--- src/rtl/uart_tx_fifo.sv ---
// rtl/uart_tx_fifo.sv - byte FIFO draining into a UART transmitter with send/ack handshake
module uart_tx_fifo #(
    parameter int DEPTH       = 16,
    parameter int ACK_TIMEOUT = 15
) (
    input  logic                     clk,
    input  logic                     reset,
    input  logic                     wr_en,
    input  logic [7:0]               wr_data,
    output logic                     wr_ready,
    output logic [$clog2(DEPTH):0]   level,
    output logic                     overflow,
    input  logic                     clr_overflow,
    output logic                     busy,
    output logic [7:0]               send_data,
    output logic                     send_req,
    input  logic                     uart_ready
);

    localparam int PW = $clog2(DEPTH);
    localparam int CW = (ACK_TIMEOUT > 1) ? $clog2(ACK_TIMEOUT + 1) : 1;

    localparam logic [PW:0]   LVL_FULL = DEPTH[PW:0];
    localparam logic [PW:0]   LVL_ONE  = (PW + 1)'(1);
    localparam logic [PW-1:0] PTR_ONE  = PW'(1);
    localparam logic [CW-1:0] CNT_ONE  = CW'(1);
    localparam logic [CW-1:0] CNT_LAST = CW'(ACK_TIMEOUT - 1);

    typedef enum logic [1:0] {
        IDLE      = 2'd0,
        WAIT_LOW  = 2'd1,
        WAIT_HIGH = 2'd2
    } state_t;

    state_t          state;
    logic [7:0]      mem [DEPTH];
    logic [PW-1:0]   wr_ptr;
    logic [PW-1:0]   rd_ptr;
    logic [CW-1:0]   cnt;
    logic            push;
    logic            pop;

    assign wr_ready = (level != LVL_FULL);
    assign push     = wr_en && wr_ready;
    assign pop      = (state == IDLE) && (level != '0) && uart_ready;
    assign busy     = (level != '0) || (state != IDLE);

    // Storage is not reset; only entries between the pointers are ever read.
    always_ff @(posedge clk) begin
        if (push) begin
            mem[wr_ptr] <= wr_data;
        end
    end

    always_ff @(posedge clk or posedge reset) begin
        if (reset) begin
            wr_ptr   <= '0;
            level    <= '0;
            overflow <= 1'b0;
        end else begin
            if (push) begin
                wr_ptr <= wr_ptr + PTR_ONE;
            end
            case ({push, pop})
                2'b10:   level <= level + LVL_ONE;
                2'b01:   level <= level - LVL_ONE;
                default: level <= level;
            endcase
            // A dropped write wins over a simultaneous clear.
            if (wr_en && !wr_ready) begin
                overflow <= 1'b1;
            end else if (clr_overflow) begin
                overflow <= 1'b0;
            end
        end
    end

    always_ff @(posedge clk or posedge reset) begin
        if (reset) begin
            state     <= IDLE;
            rd_ptr    <= '0;
            cnt       <= '0;
            send_req  <= 1'b0;
            send_data <= 8'h00;
        end else begin
            send_req <= 1'b0;
            case (state)
                IDLE: begin
                    if (pop) begin
                        send_data <= mem[rd_ptr];
                        send_req  <= 1'b1;
                        rd_ptr    <= rd_ptr + PTR_ONE;
                        cnt       <= '0;
                        state     <= WAIT_LOW;
                    end
                end
                WAIT_LOW: begin
                    // A UART that never acknowledges is treated as having sent the byte.
                    if (!uart_ready) begin
                        state <= WAIT_HIGH;
                    end else begin
                        cnt <= cnt + CNT_ONE;
                        if (cnt == CNT_LAST) begin
                            state <= IDLE;
                        end
                    end
                end
                WAIT_HIGH: begin
                    if (uart_ready) begin
                        state <= IDLE;
                    end
                end
                default: state <= IDLE;
            endcase
        end
    end

endmodule

--- config.mk ---
export PLATFORM = sky130hd
export DESIGN_NAME = uart_tx_fifo
export DESIGN_NICKNAME = d
export VERILOG_FILES = /design/src/rtl/uart_tx_fifo.sv
export SDC_FILE = /design/constraint.sdc
export NUM_CORES = 1
export LEC_CHECK = 0
export BUFFER_PORTS_ARGS = -buffer_cell sky130_fd_sc_hd__buf_2
export CORE_MARGIN = 2
export CORE_UTILIZATION = 34
export DETAILED_ROUTE_END_ITERATION = 8
export PLACE_DENSITY_LB_ADDON = 0.08
export SKIP_LAST_GASP = 1
export SYNTH_ARGS = -nofsm -noshare
export SYNTH_HDL_FRONTEND = slang
export SYNTH_SLANG_ARGS = --single-unit
--- constraint.sdc ---
create_clock -name clk -period 4.05 [get_ports clk]
set_input_delay 0.2025 -clock clk [delete_from_list [all_inputs] [get_ports clk]]
set_output_delay 0.2025 -clock clk [all_outputs]
set_load 0.02 [all_outputs]
=== After elaboration in Yosys (flattened, before gate mapping) ===
Memories as Yosys holds them, arrays and structs flattened. A register that Yosys moved wholly into a read port is not among the register bits.
Index checks and enable logic that the tools add are counted.

* Word-level logic and storage cells: 53
* Register bits after elaboration: 21
* Latch bits: 0
* Bits in writable memories: 128
* ROM bits: 0
* Output and inout port bits: 17
* Memories kept: 1

{| class="wikitable"
|+ Memories
! memory !! depth !! bits a word !! rd ports !! clocked after memory_dff !! write ports !! RTL line !! text
|-
| mem || 16 || 8 || 1 || 1 || 1 || 36 || <nowiki>logic [7:0] mem [DEPTH];</nowiki>
|}

* Bitwise logic cells: 0
* Multipliers: 0
* Add/sub/neg operators: 5
* Reduce and logical (&&, ||, !) cells: 15
* Div/mod/pow operators: 0
* Eq/ne operators: 10
* Shift operators: 0
* Multiplexer cells: 15
* Order comparisons: 0

{| class="wikitable"
|+ Operators with widths
! cell !! number
|-
| $add 4x1->4 const B || 3
|-
| $pmux 5 s2 || 1
|-
| $mux 2 || 4
|-
| $mux 4 || 2
|-
| $pmux 4 s2 || 1
|-
| $reduce_bool 2->1 || 4
|-
| $mux 1 || 6
|-
| $ne 2x2->1 const B || 3
|-
| $pmux 2 s3 || 1
|-
| $reduce_and 3->1 || 2
|-
| $add 5x1->5 const B || 1
|-
| $ne 5x5->1 const B || 1
|-
| $reduce_bool 5->1 || 1
|-
| $sub 5x1->5 const B || 1
|-
| $eq 2x1->1 const B || 2
|-
| $eq 2x2->1 const B || 2
|-
| $eq 4x4->1 const B || 1
|-
| $logic_and 1x1->1 || 4
|-
| $ne 3x3->1 const B || 1
|-
| $logic_not 2->1 || 1
|-
| $reduce_and 2->1 || 1
|-
| $logic_not 1->1 || 1
|-
| $logic_or 1x1->1 || 1
|}

=== Logic depth before layout (Yosys ltp) ===
* Depth after elaboration: 5
* Depth in mapped cells: 13
* Depth with buffers taken out: 10

=== Least setup slack after synthesis ===
No wires, ideal clock.

* Path kind: flip-flop to flip-flop
* Start: register level[1]
* End: register level[4]
* Stages on the path, launching flop included: 14
* Period minus slack after synthesis: 3.050 ns
* Setup slack: 1.000 ns
* Library setup time: 0.135 ns
* Data arrival time: 2.916 ns
* Cell sequence: dfrtp_1 -> buf_6 -> or4_4 -> o211ai_4 -> buf_4 -> inv_1 -> ha_1 -> clkbuf_1 -> xor2_1 -> ha_1 -> o211a_1 -> o31ai_1 -> a31oi_1 -> xor2_1

* Longest elaborated chain between the ends: 5
* Elaborated cells between the ends (all ways): 11

{| class="wikitable"
|+ RTL lines
! element !! RTL line !! text
|-
| from (decl) || 11 || <nowiki>output logic [$clog2(DEPTH):0] level,</nowiki>
|-
| from (signal assigned) || 65 || <nowiki>2'b10: level <= level + LVL_ONE;</nowiki>
|-
| from (signal assigned) || 66 || <nowiki>2'b01: level <= level - LVL_ONE;</nowiki>
|-
| from (signal assigned) || 67 || <nowiki>default: level <= level;</nowiki>
|-
| parallel branches: the longest is 5 deep, another holds $sub 5x1->5 || - ||
|}

Several ways; the timed one is not identified.
A chain may end at the register's enable or synchronous reset.

=== Final worst setup path ===
Same ends and word-level chain as after synthesis.

==> impl_metrics.env <==
export IMPL_drc=0
export IMPL_clock_path_buffers=2
export IMPL_timing_critical_path_from_type="flop"
export IMPL_ys_flop_type="edfxtp_1"
export IMPL_fin_crit_sh=0.725
export IMPL_clk_pin_slew_ns=0.07
export IMPL_reg2reg_depth=10
export IMPL_cts_setup_buffers=0
export IMPL_power_density_nw_per_um2=733
export IMPL_routedWlPerCell_um=20.4
export IMPL_period_needed_ns=2.94
export IMPL_cts_root_buffer="clkbuf_16"
export IMPL_multiInputGateArea_um2=1700
export IMPL_critical_path_class="reg -> reg"
export IMPL_path_max_fanout=10
export IMPL_pre_cts_ws_ns=1.11
export IMPL_synth_edf_count=128
export IMPL_status="complete, no violations"
export IMPL_post_synth_top_count_cell="edfxtp_1"
export IMPL_drv_cap=0
export IMPL_drt_iter0_markers=177
export IMPL_grt_pass1_wl_um=19700
export IMPL_syn_to_final_growth_pct=16.2
export IMPL_portBuffers=29
export IMPL_cts_buffers=17
export IMPL_synthesis_area_um2=6440
export IMPL_wl_met1_um=5830
export IMPL_setup_tns_ns=0
export IMPL_diodes=0
export IMPL_placed_area_um2=6830
export IMPL_hold_path_class="in -> reg"
export IMPL_finClkSkew_ns=0.00732
export IMPL_hold_slack_ns=0.0548
export IMPL_dieArea_um2=20100
export IMPL_rsz0062_at_grt="false"
export IMPL_final_layout_size_suffix_gt1_frac=0.288
export IMPL_synth_cells=357
export IMPL_ys_warnings_count=0
export IMPL_antenna_found_initial=0
export IMPL_track_usage=0.140
export IMPL_htreeDepth=4
export IMPL_crit_required_ns=4.34
export IMPL_syn_nets=381
export IMPL_ys_seq_area_frac=0.709
export IMPL_dr_wl_met2_um=6700
export IMPL_drv_slew=0
export IMPL_hold_viol=0
export IMPL_highest_layer="met4"
export IMPL_r2r_start="level[1]"
export IMPL_wirelength_um=13100
export IMPL_vias_per_cell=4.86
export IMPL_start_util=0.346
export IMPL_worst_slack_ns=1.11
export IMPL_drtAntennaViolNets=0
export IMPL_r2r_end="level[4]"
export IMPL_seq_area_um2=4570
export IMPL_synth_top_area_frac=0.597
export IMPL_holdPathEnd="overflow"
export IMPL_holdPathStages=3
export IMPL_final_cell_area_um2=7490
export IMPL_io_pins=30
export IMPL_n_fill_cell=1710
export IMPL_fin_nets=422
export IMPL_setup_violations=0
export IMPL_yosysTopAreaCell="edfxtp_1"
export IMPL_grt_ovfl_total=0
export IMPL_cts_repair_resized=0
export IMPL_grt_pass1_vias=3149
export IMPL_dpl_hpwl_um=8130
export IMPL_cts_tree="built"
export IMPL_synth_seq_cells=157
export IMPL_synthTopCellsByArea="edfxtp_1, dfrtp_1, mux4_2"
export IMPL_ir_drop_v=0.000317
export IMPL_worstHoldStart="wr_en"
export IMPL_cts_sinks=157
export IMPL_arrival_ns=3.23
export IMPL_rows=50
export IMPL_ys_top_cells_by_count="edfxtp_1, mux4_2, dfrtp_1"
export IMPL_clk_latency_ns=0.42
export IMPL_ys_types=39
export IMPL_r2r_setup_slack_ns=1.11
export IMPL_tightestPinTransition_ns=1.11
export IMPL_timing_slew_headroom=0.257
export IMPL_core_area_um2=18600
export IMPL_gp_congestion=0.743
export IMPL_cp_end_kind="flop"
export IMPL_dr_pass1_iters=4
export IMPL_vias=3133
export IMPL_wl_met3_um=456
export IMPL_die_x_um=142
export IMPL_fin_total_pwr_mw=5.49
export IMPL_grt_start_max_net_pins=30
export IMPL_async_flop_share=0.185
export IMPL_die_height_um=142
export IMPL_leakage_nw=2.66
export IMPL_syn_avg_cell_area_um2=18.0
export IMPL_max_freq_mhz=341
[critical path, stage by stage (launching register included)]
cell and delay [ns]:
dfrtp_1 0.49, nor4_1 0.60, a21boi_2 0.24, inv_1 0.12, ha_1 0.35, xor2_1 0.11
ha_1 0.23, o211a_1 0.23, o31ai_1 0.20, a31oi_1 0.08, xor2_1 0.16
[stage by stage]
step / std cells / utilization
after detailed placement: 610 / 0.367
after global placement: 610 / 0.367
after global routing: 644 / 0.402
after floorplan: 357 / -
final: 644 / 0.402
after CTS: 644 / 0.402
[registers in the layout, indices dropped and copies added (netlist names)]
signal / count
mem: 128
send_data: 8
level: 5
cnt: 4
rd_ptr: 4
wr_ptr: 4
state: 2
overflow: 1
send_req: 1
[what timing repair did]
item	in CTS	in global routing
hold buffers	3	0
setup endpoints to repair	0	0
endpoints found under the hold margin	31	0
[logic make-up (layout without fill, tap and decap cells)]
logic type               Yosys count  in the layout  synth area share
multiplexers                      57             57             0.152
AO/OA/AOI/OAI                     28             28            0.0276
XOR/XNOR                          13             13            0.0177
adder cells (fa/ha/maj)           11             11            0.0214
flip-flops                       157            157             0.709
buffers and inverters             30             83            0.0268
AND/OR/NAND/NOR                   61             61            0.0447
[cell type report]
class | instances | area share
Timing Repair Buffer | 42 | 0.0351
Sequential cell | 157 | 0.611
Tap cell | 234 | 0.0391
Clock buffer | 17 | 0.0568
Inverter | 10 | 0.00501
Multi-Input combinational cell | 170 | 0.227
Clock inverter | 14 | 0.0264
[layout by cell type, fill, tap and decap left out, types with 11 or more instances in the layout]
cell	n
buf_2	29
clkbuf_16	17
mux2i_1	16
dfrtp_1	27
nor2_1	19
nand2_1	21
mux4_2	32
o21ai_0	17
ha_1	11
edfxtp_1	128
[worst max path at each step]
| stage | end | from | slack [ns] | depth (start not counted) |
|---|---|---|---|---|
| global route | level[4] | level[1] | 0.87 | 10 |
| CTS | level[4] | level[1] | 1.11 | 10 |
| finish | level[4] | level[1] | 1.11 | 10 |
| detailed placement | level[4] | level[1] | 1.11 | 10 |
| floorplan | level[4] | level[1] | 1.0 | 13 |
| global placement | level[4] | level[1] | 1.20 | 10 |
[power breakdown]
group | switching (mW) | internal, mW
Sequential | 0.321 | 2.01
Combinational | 0.738 | 0.735
Clock | 0.687 | 0.997
[per-layer routing]
layer  GRT usage  vias up
li1            -     1462
met1       0.177     1614
met2       0.237       49
met3      0.0378        8
met4      0.0426        0
met5           0        -
No activity file was read; power rests on OpenSTA's default activity.
